[src/rtl/truth_table_capture_if.sv]
// Bundle between the truth-table sweeper and its test harness: control, the
// device-under-test response, and the captured/compared results.
interface truth_table_capture_if;
  logic       start;
  logic       abort;
  logic       m;
  logic [7:0] exp_table;
  logic [2:0] a;
  logic       busy;
  logic       done;
  logic [7:0] table_q;
  logic       pass;
  logic [2:0] mismatch_idx;

  modport master (
    output start, abort, m, exp_table,
    input  a, busy, done, table_q, pass, mismatch_idx
  );

  modport slave (
    input  start, abort, m, exp_table,
    output a, busy, done, table_q, pass, mismatch_idx
  );
endinterface

[src/rtl/truth_table_capture.sv]
// Steps a 3-input combinational block through all 8 vectors, holding each for
// DWELL cycles and capturing its response. Optional TT_COMPARE_EN adds pass/mismatch.
module truth_table_capture #(
  parameter int unsigned DWELL = 25
) (
  input  logic                      clk,
  input  logic                      rst_n,
  truth_table_capture_if.slave      bus
);

  typedef enum logic [1:0] {
    S_IDLE  = 2'd0,
    S_DRIVE = 2'd1,
    S_DONE  = 2'd2
  } state_t;

  localparam logic [7:0] DWELL_LAST = 8'(DWELL - 1);

  state_t     state_q;
  logic [7:0] cnt_q;
  logic [2:0] a_q;
  logic       busy_q;
  logic       done_q;
  logic [7:0] cap_q;
  logic       pass_q;
  logic [2:0] mismatch_q;

  logic [7:0] cap_d;
  logic       pass_d;
  logic [2:0] mismatch_d;

  // Lowest set bit of a difference vector; zero when nothing differs.
  function automatic logic [2:0] lowest_set(input logic [7:0] v);
    logic [2:0] idx;
    idx = 3'd0;
    for (int i = 7; i >= 0; i--) begin
      if (v[i]) begin
        idx = 3'(i);
      end else begin
        idx = idx;
      end
    end
    return idx;
  endfunction

  // Captured table as it will look once the current vector's response is stored.
  always_comb begin
    cap_d       = cap_q;
    cap_d[a_q]  = bus.m;
  end

`ifdef TT_COMPARE_EN
  // Verdict on the completed table, latched on the final sample edge.
  always_comb begin
    pass_d     = (cap_d == bus.exp_table);
    mismatch_d = lowest_set(cap_d ^ bus.exp_table);
  end
`else
  // Comparison disabled: verdict outputs are tied low.
  always_comb begin
    pass_d     = 1'b0;
    mismatch_d = 3'd0;
  end
`endif

  // Sweep controller; every output comes straight from a register.
  always_ff @(posedge clk or negedge rst_n) begin
    if (!rst_n) begin
      state_q    <= S_IDLE;
      cnt_q      <= 8'd0;
      a_q        <= 3'd0;
      busy_q     <= 1'b0;
      done_q     <= 1'b0;
      cap_q      <= 8'd0;
      pass_q     <= 1'b0;
      mismatch_q <= 3'd0;
    end else begin
      case (state_q)
        S_IDLE: begin
          done_q <= 1'b0;
          busy_q <= 1'b0;
          // Abort is meaningless here; start alone decides.
          if (bus.start) begin
            state_q    <= S_DRIVE;
            busy_q     <= 1'b1;
            a_q        <= 3'd0;
            cnt_q      <= 8'd0;
            cap_q      <= 8'd0;
            pass_q     <= 1'b0;
            mismatch_q <= 3'd0;
          end
        end
        S_DRIVE: begin
          if (bus.abort) begin
            state_q <= S_IDLE;
            busy_q  <= 1'b0;
            a_q     <= 3'd0;
            cnt_q   <= 8'd0;
            cap_q   <= 8'd0;
          end else if (cnt_q == DWELL_LAST) begin
            cnt_q <= 8'd0;
            cap_q <= cap_d;
            if (a_q == 3'd7) begin
              state_q    <= S_DONE;
              done_q     <= 1'b1;
              pass_q     <= pass_d;
              mismatch_q <= mismatch_d;
            end else begin
              a_q <= a_q + 3'd1;
            end
          end else begin
            cnt_q <= cnt_q + 8'd1;
          end
        end
        S_DONE: begin
          state_q <= S_IDLE;
          done_q  <= 1'b0;
          busy_q  <= 1'b0;
          a_q     <= 3'd0;
          cnt_q   <= 8'd0;
        end
        default: begin
          state_q <= S_IDLE;
          done_q  <= 1'b0;
          busy_q  <= 1'b0;
          a_q     <= 3'd0;
          cnt_q   <= 8'd0;
        end
      endcase
    end
  end

  assign bus.a            = a_q;
  assign bus.busy         = busy_q;
  assign bus.done         = done_q;
  assign bus.table_q      = cap_q;
  assign bus.pass         = pass_q;
  assign bus.mismatch_idx = mismatch_q;

endmodule

[src/flat_wrapper.sv]
// flat-port wrapper written by rule: the top's interface ports become plain ports
module truth_table_capture_flat 
#(
  parameter int unsigned DWELL = 25
)
  (clk, rst_n, bus_start, bus_abort, bus_m, bus_exp_table, bus_a, bus_busy, bus_done, bus_table_q, bus_pass, bus_mismatch_idx);
  truth_table_capture_if bus_i ();
  input  logic clk;
  input  logic rst_n;
  input wire logic [$bits(bus_i.start)-1:0] bus_start;
  input wire logic [$bits(bus_i.abort)-1:0] bus_abort;
  input wire logic [$bits(bus_i.m)-1:0] bus_m;
  input wire logic [$bits(bus_i.exp_table)-1:0] bus_exp_table;
  output wire logic [$bits(bus_i.a)-1:0] bus_a;
  output wire logic [$bits(bus_i.busy)-1:0] bus_busy;
  output wire logic [$bits(bus_i.done)-1:0] bus_done;
  output wire logic [$bits(bus_i.table_q)-1:0] bus_table_q;
  output wire logic [$bits(bus_i.pass)-1:0] bus_pass;
  output wire logic [$bits(bus_i.mismatch_idx)-1:0] bus_mismatch_idx;
  assign bus_i.start = bus_start;
  assign bus_i.abort = bus_abort;
  assign bus_i.m = bus_m;
  assign bus_i.exp_table = bus_exp_table;
  assign bus_a = bus_i.a;
  assign bus_busy = bus_i.busy;
  assign bus_done = bus_i.done;
  assign bus_table_q = bus_i.table_q;
  assign bus_pass = bus_i.pass;
  assign bus_mismatch_idx = bus_i.mismatch_idx;
  truth_table_capture #(.DWELL(DWELL)) u_core (.clk(clk), .rst_n(rst_n), .bus(bus_i));
endmodule
[config.mk]
export PLATFORM = sky130hd
export DESIGN_NAME = truth_table_capture_flat
export DESIGN_NICKNAME = d
export VERILOG_FILES = /design/src/rtl/truth_table_capture_if.sv /design/src/rtl/truth_table_capture.sv /design/src/flat_wrapper.sv
export SDC_FILE = /design/constraint.sdc
export NUM_CORES = 1
export LEC_CHECK = 0
export BUFFER_PORTS_ARGS = -buffer_cell sky130_fd_sc_hd__buf_2
export CAP_MARGIN = 40
export CORE_ASPECT_RATIO = 0.6
export CORE_MARGIN = 3
export CORE_UTILIZATION = 47
export CTS_CLUSTER_SIZE = 28
export DETAILED_ROUTE_END_ITERATION = 10
export GPL_TIMING_DRIVEN = 1
export HOLD_SLACK_MARGIN = 0.05
export PLACE_DENSITY = 0.75
export SYNTH_ARGS = -nofsm -noshare
export SYNTH_HDL_FRONTEND = slang
export SYNTH_SLANG_ARGS = --single-unit
[constraint.sdc]
create_clock -name clk -period 1.6 [get_ports clk]
set_input_delay 0.32 -clock clk [delete_from_list [all_inputs] [get_ports clk]]
set_output_delay 0.32 -clock clk [all_outputs]
set_load 0.01 [all_outputs]
* Yosys cells after proc, flatten, opt, wreduce, memory -nomap -nowiden *
Index checks and enable logic that the tools add are counted.

word-level totals
  register bits after elaboration = 27
  bits in latches = 0
  bits in writable memories = 0
  bits in read-only memories = 0
  input port bits = 13
  output and inout port bits = 17
  memories = 0

cells by class
  add/subtract/negate cells = 2
  multipliers = 0
  divide/modulo/power cells = 0
  $lt $le $gt $ge = 2
  equality and inequality tests = 11
  shifts and indexed selects = 0
  mux-type cells = 36
  bitwise gates (word level) = 0
  reduce and logical (&&, ||, !) cells = 8

operators by type and width
  operator                                                count
  two-way mux 8 bit                                       5
  case mux 8 bit (2 select lines)                         2
  two-way mux 3 bit                                       7
  case mux 3 bit (2 select lines)                         2
  AND reduction 3 bit                                     4
  two-way mux 1 bit                                       11
  adder 8 x 1 -> 8 bit (second input constant)            1
  bitwise mux 8 bit                                       1
  equality test 8 x 5 -> 1 bit (second input constant)    1
  two-way mux 2 bit                                       4
  inequality test 2 bit (second input constant)           3
  inequality test 3 x 2 -> 1 bit (second input constant)  2
  AND reduction 5 bit                                     1
  < comparator 3 x 4 -> 1 bit (second input constant)     1
  inequality test 2 x 1 -> 1 bit (second input constant)  2
  case mux 1 bit (2 select lines)                         2
  case mux 2 bit (2 select lines)                         1
  adder 3 x 1 -> 3 bit (second input constant)            1
  demux 1 bit (select 3 bit)                              1
  equality test 3 bit (second input constant)             1
  >= comparator 3 x 1 -> 1 bit (second input constant)    1
  inequality test 3 bit (second input constant)           1
  equality test 2 x 1 -> 1 bit (second input constant)    1
  zero test 2 bit                                         1
  other kinds (2)                                         2

* Depth between registers and ports, before layout *
  depth after elaboration = 8
  mapped depth = 6

* Least setup slack after synthesis *
Ideal clock, no wire load.

  path type = flip-flop to flip-flop
  start point = register u_core.a_q[1] (netlist: u_core.bus.a[1])
  end point = register u_core.a_q[0] (netlist: u_core.bus.a[0])
  setup time = 0.125 ns
  data arrival time = 1.574 ns
  required time = 1.475 ns
  path slack = -0.099 ns
  cell stages (with the launch flop) = 7
  path buffers = 0
  period minus slack after synthesis = 1.699 ns
  path through = dfrtp_1 ha_1 ha_1 inv_1 a41oi_1 or2_2 mux2_2

between the ends
  word-level cells in the longest chain between the ends = 3

ends and longest elaborated chain
  what                                    line                        source
  start, declared                         truth_table_capture.sv:21   logic [2:0] a_q;
  start signal, assigned                  truth_table_capture.sv:109  a_q <= a_q + 3'd1;
  equality test 3 bit                     truth_table_capture.sv:103  if (a_q == 3'd7) begin
  inequality test 3 bit (no source line)  n/a
  AND reduction 3 bit (no source line)    n/a

Every way passes these cells.
A chain may end at the register's enable or synchronous reset.

* Worst setup path in the final report *
  start point = register u_core.cnt_q[6]
  end point = register u_core.cap_q[6] (netlist: u_core.bus.table_q[6])

between the ends
  word-level cells in the longest chain between the ends = 3

ends and longest elaborated chain
  what                                             line                        source
  start, declared                                  truth_table_capture.sv:20   logic [7:0] cnt_q;
  start signal, assigned                           truth_table_capture.sv:112  cnt_q <= cnt_q + 8'd1;
  equality test 8 x 5 -> 1 bit                     truth_table_capture.sv:100  end else if (cnt_q == DWELL_LAST) begin
  inequality test 3 x 2 -> 1 bit (no source line)  n/a
  AND reduction 3 bit (no source line)             n/a
  end signal, assigned                             truth_table_capture.sv:102  cap_q <= cap_d;
  end, declared                                    truth_table_capture.sv:24   logic [7:0] cap_q;

Every way passes these cells.

==> flow_results.xml <==
<?xml version="1.0" encoding="UTF-8"?>
<metrics>
  <group name="logic_synthesis">
    <metric name="synthDominantCellAreaShare" unit="%">47.3</metric>
    <metric name="synth.largest_area_cell" unit="">sky130_fd_sc_hd__dfrtp_1</metric>
    <metric name="synth-seq-cells" unit="">23</metric>
    <metric name="dominant_cells_by_area_after_synthesis" unit="">sky130_fd_sc_hd__dfrtp_1, sky130_fd_sc_hd__o311ai_0, sky130_fd_sc_hd__ha_1, sky130_fd_sc_hd__buf_4, sky130_fd_sc_hd__o21ai_0</metric>
    <metric name="dominantRegCellSynth" unit="">sky130_fd_sc_hd__dfrtp_1</metric>
    <metric name="ys_async_sr_fraction" unit="%">100</metric>
    <metric name="count_of_cell_types_in_the_netlist" unit="">38</metric>
    <metric name="syn-cell-area" unit="µm²">1220</metric>
    <metric name="netlist_instances" unit="">120</metric>
    <metric name="synth_enable_flop_cells" unit="">0</metric>
    <metric name="cell_types_with_the_highest_counts_after_synthesis" unit="">sky130_fd_sc_hd__dfrtp_1, sky130_fd_sc_hd__nand2_1, sky130_fd_sc_hd__nor2_1, sky130_fd_sc_hd__o21ai_0</metric>
    <metric name="synthesis.area_per_instance" unit="µm²">10.1</metric>
    <metric name="yosysSeqAreaShare" unit="%">47.3</metric>
    <metric name="ys_warn_count" unit="">0</metric>
    <metric name="post-synth-top-count-cell" unit="">sky130_fd_sc_hd__dfrtp_1</metric>
  </group>
  <group name="place">
    <metric name="globalplace.congestion" unit="">0.792</metric>
    <metric name="placedCellCount" unit="">180</metric>
    <metric name="io_buffer_count" unit="">17</metric>
    <metric name="hpwl" unit="mm">2.26</metric>
  </group>
  <group name="pwr">
    <metric name="p_leak" unit="nW">0.708</metric>
    <metric name="power_density" unit="nW/µm²">778</metric>
    <metric name="power.total" unit="W">0.00121</metric>
    <metric name="vdd.ir_drop.worst" unit="mV">0.563</metric>
  </group>
  <group name="grt">
    <metric name="globalRouteOverflowTotal" unit="">0</metric>
    <metric name="first_pass_grt_wire_length" unit="mm">4.97</metric>
    <metric name="antenna_found_initial" unit="">0</metric>
    <metric name="grt_pass1_vias" unit="">1004</metric>
    <metric name="grt_use_total" unit="%">20.7</metric>
    <metric name="grt_start_max_net_pins" unit="">24</metric>
    <metric name="grt_util_met1" unit="%">29.9</metric>
    <metric name="grt_busiest_layer" unit="">met2</metric>
    <metric name="global_route.usage.met2" unit="%">31.8</metric>
    <metric name="grt_use_met3" unit="%">5.29</metric>
  </group>
  <group name="cts">
    <metric name="maximum_number_of_buffers_from_clock_root_to_sink" unit="">2</metric>
    <metric name="clock_sinks" unit="">23</metric>
    <metric name="cts_max_level" unit="">1</metric>
    <metric name="tritoncts" unit="">done</metric>
    <metric name="clk_pin_slew_worst_paths" unit="ps">80</metric>
    <metric name="worst_skew_pair.late_latency" unit="ps">260</metric>
    <metric name="clock_root_buffer" unit="">sky130_fd_sc_hd__clkbuf_8</metric>
    <metric name="numCtsBuffers" unit="">3</metric>
  </group>
  <group name="drt">
    <metric name="number_of_design_rule_violations_left_by_the_first_detailed_router_iteration" unit="">95</metric>
    <metric name="dr_total_vias" unit="">1112</metric>
    <metric name="route.detailed.wl_per_inst" unit="µm">16.6</metric>
    <metric name="antenna_left" unit="">0</metric>
    <metric name="route.final.wire_length" unit="mm">3.08</metric>
    <metric name="drc" unit="">0</metric>
    <metric name="detailedRoute.firstPassIterationCount" unit="">5</metric>
    <metric name="avgViaCountPerCell" unit="">5.98</metric>
  </group>
  <group name="critical_path">
    <metric name="cp.arrival" unit="ps">1830</metric>
    <metric name="timing.critical_path.from_type" unit="">register</metric>
    <metric name="top_fanout_value_on_the_critical_path" unit="">5</metric>
    <metric name="type_of_element_capturing_the_critical_path" unit="">register</metric>
    <metric name="critPathRequiredTime" unit="ps">1790</metric>
    <metric name="crit_type" unit="">reg2reg</metric>
  </group>
  <group name="floorplanning">
    <metric name="core.rowCount" unit="">13</metric>
    <metric name="initial_utilization" unit="%">52.7</metric>
    <metric name="core-area" unit="µm²">2310</metric>
    <metric name="die_y" unit="µm">45.4</metric>
    <metric name="die_w" unit="µm">71.7</metric>
    <metric name="pin_count" unit="">30</metric>
    <metric name="area_enclosed_by_the_die_boundary" unit="µm²">3250</metric>
  </group>
  <group name="finish">
    <metric name="post-route-util" unit="%">67.5</metric>
    <metric name="drive_above_1_share" unit="%">37.8</metric>
    <metric name="area_growth" unit="%">28.2</metric>
    <metric name="n_antenna_cell" unit="">0</metric>
    <metric name="nNetsFinal" unit="">174</metric>
    <metric name="finish.cell_count_without_fillers" unit="">186</metric>
  </group>
  <group name="hold_path">
    <metric name="min-delay-path-class" unit="">in2reg</metric>
  </group>
  <group name="sta">
    <metric name="finalClockSkew" unit="ps">4.25</metric>
    <metric name="timing.fmax" unit="GHz">0.612</metric>
    <metric name="relSlewSlack" unit="%">57.3</metric>
    <metric name="setup_total_negative_slack" unit="ps">-90.3</metric>
    <metric name="final.period_utilization" unit="%">102</metric>
    <metric name="rsz_0062_raised_after_global_routing" unit="">true</metric>
    <metric name="fin_hold_ws" unit="ps">380</metric>
    <metric name="setup_ws" unit="ps">-33.9</metric>
    <metric name="final-max-slew-violation-count" unit="">0</metric>
    <metric name="finalCriticalPeriod" unit="ps">1630</metric>
    <metric name="timing_worst_slew_pin_value" unit="ps">634</metric>
    <metric name="final-setup-viol-count" unit="">3</metric>
    <metric name="report.final.hold_viol_count" unit="">0</metric>
  </group>
  <group name="outcome">
    <metric name="outcome" unit="">complete, but fails checks</metric>
    <metric name="violated_checks" unit="">setup timing</metric>
  </group>
  <group name="run">
    <metric name="max_capacitance_violation_count" unit="">0</metric>
  </group>
</metrics>
==> worst max-delay path, stage by stage, from the launching register on <==
cell                       delay (ps)
sky130_fd_sc_hd__dfrtp_1          400
sky130_fd_sc_hd__and4bb_2         360
sky130_fd_sc_hd__and3_2           260
sky130_fd_sc_hd__nand4b_1         220
sky130_fd_sc_hd__buf_4            210
sky130_fd_sc_hd__o21ai_1          120
==> logic make-up (layout without fill, tap and decap cells) <==
logic type               count (synthesis)  count (layout)  share of synthesized area (%)
other                                    1               4                          0.308
adder cells (fa/ha/maj)                  4               4                           4.12
multiplexers                             1               1                          0.926
AO/OA/AOI/OAI                           33              33                           18.9
AND/OR/NAND/NOR                         41              41                           19.5
XOR/XNOR                                 3               3                           2.16
flip-flops                              23              23                           47.3
buffers and inverters                   14              47                           6.69
==> routing by layer <==
layer / vias to the layer above / part of all wire [%]
met2: 63 / 43
li1: 515 / -
met3: 4 / 9.1
met5: - / 0
met4: 0 / 0.68
met1: 530 / 47
==> cells in the final DEF, fill, tap and decap left out, types with 3 or more instances in the layout <==
master,instances
sky130_fd_sc_hd__dfrtp_1,21
sky130_fd_sc_hd__buf_4,19
sky130_fd_sc_hd__buf_2,17
sky130_fd_sc_hd__nor2_1,7
sky130_fd_sc_hd__nand2_1,7
sky130_fd_sc_hd__o21ai_0,6
sky130_fd_sc_hd__inv_1,5
sky130_fd_sc_hd__o21ai_1,5
sky130_fd_sc_hd__nor3_1,4
sky130_fd_sc_hd__conb_1,4
sky130_fd_sc_hd__nand2b_1,3
sky130_fd_sc_hd__nand3_1,3
sky130_fd_sc_hd__a22o_1,3
sky130_fd_sc_hd__xnor2_1,3
sky130_fd_sc_hd__a31oi_1,3
sky130_fd_sc_hd__o311ai_1,3
sky130_fd_sc_hd__clkbuf_8,3
==> worst paths after layout <==
path | slack, ps | cells after the start | to | from
max in group asynchronous | 650 | 2 | u_core.bus.a[0]$_DFFE_PN0P_ | rst_n
min in group asynchronous | 570 | 2 | u_core.cnt_q[1]$_DFFE_PN0P_ | rst_n
max | -30 | 5 | u_core.bus.table_q[6]$_DFFE_PN0P_ | u_core.cnt_q[6]$_DFFE_PN0P_
min | 380 | 3 | u_core.bus.busy$_DFFE_PN0N_ | bus_abort
max reg2reg | -30 | 5 | u_core.bus.table_q[6]$_DFFE_PN0P_ | u_core.cnt_q[6]$_DFFE_PN0P_
min reg2reg | 540 | 2 | u_core.bus.table_q[3]$_DFFE_PN0P_ | u_core.bus.table_q[3]$_DFFE_PN0P_
==> power by group <==
| group | internal (W) | switching, W |
|---|---|---|
| registers | 0.000607 | 0.0000119 |
| logic | 0.0000950 | 0.000137 |
| clock network | 0.000178 | 0.000185 |
==> stage by stage <==
stage | worst slack (ps) | cell area, µm²
floorplan | 3.35 | 1240
global placement | 7.34 | 1440
detailed placement | -30.2 | 1440
CTS | 11.6 | 1510
global route | -89.0 | 1560
finish | -33.9 | 1560
==> registers in the layout, summed over array words and instances (netlist names) <==
signal and flops:
u_core.cnt_q 8, u_core.bus.busy 1, u_core.state_q 2, u_core.bus.a 3
u_core.bus.done 1, u_core.bus.table_q 8
==> timing repair <==
action                                  CTS  global route
endpoints found under the setup margin   13            14
endpoints found under the hold margin    23             0
pin swaps                                 1             1
resized for setup                         3            13
hold buffers                              1             0
setup buffers                             0             1
==> final cells by class <==
| class | instances | area (µm²) |
|---|---|---|
| tap | 30 | 37.5 |
| clock buffer | 4 | 45.0 |
| multi-input combinational | 86 | 638 |
| timing repair buffer | 37 | 238 |
| sequential | 23 | 578 |
| inverter | 6 | 22.5 |
| fill | 194 | 751 |
Note: power is estimated with default switching activity, not from simulation.
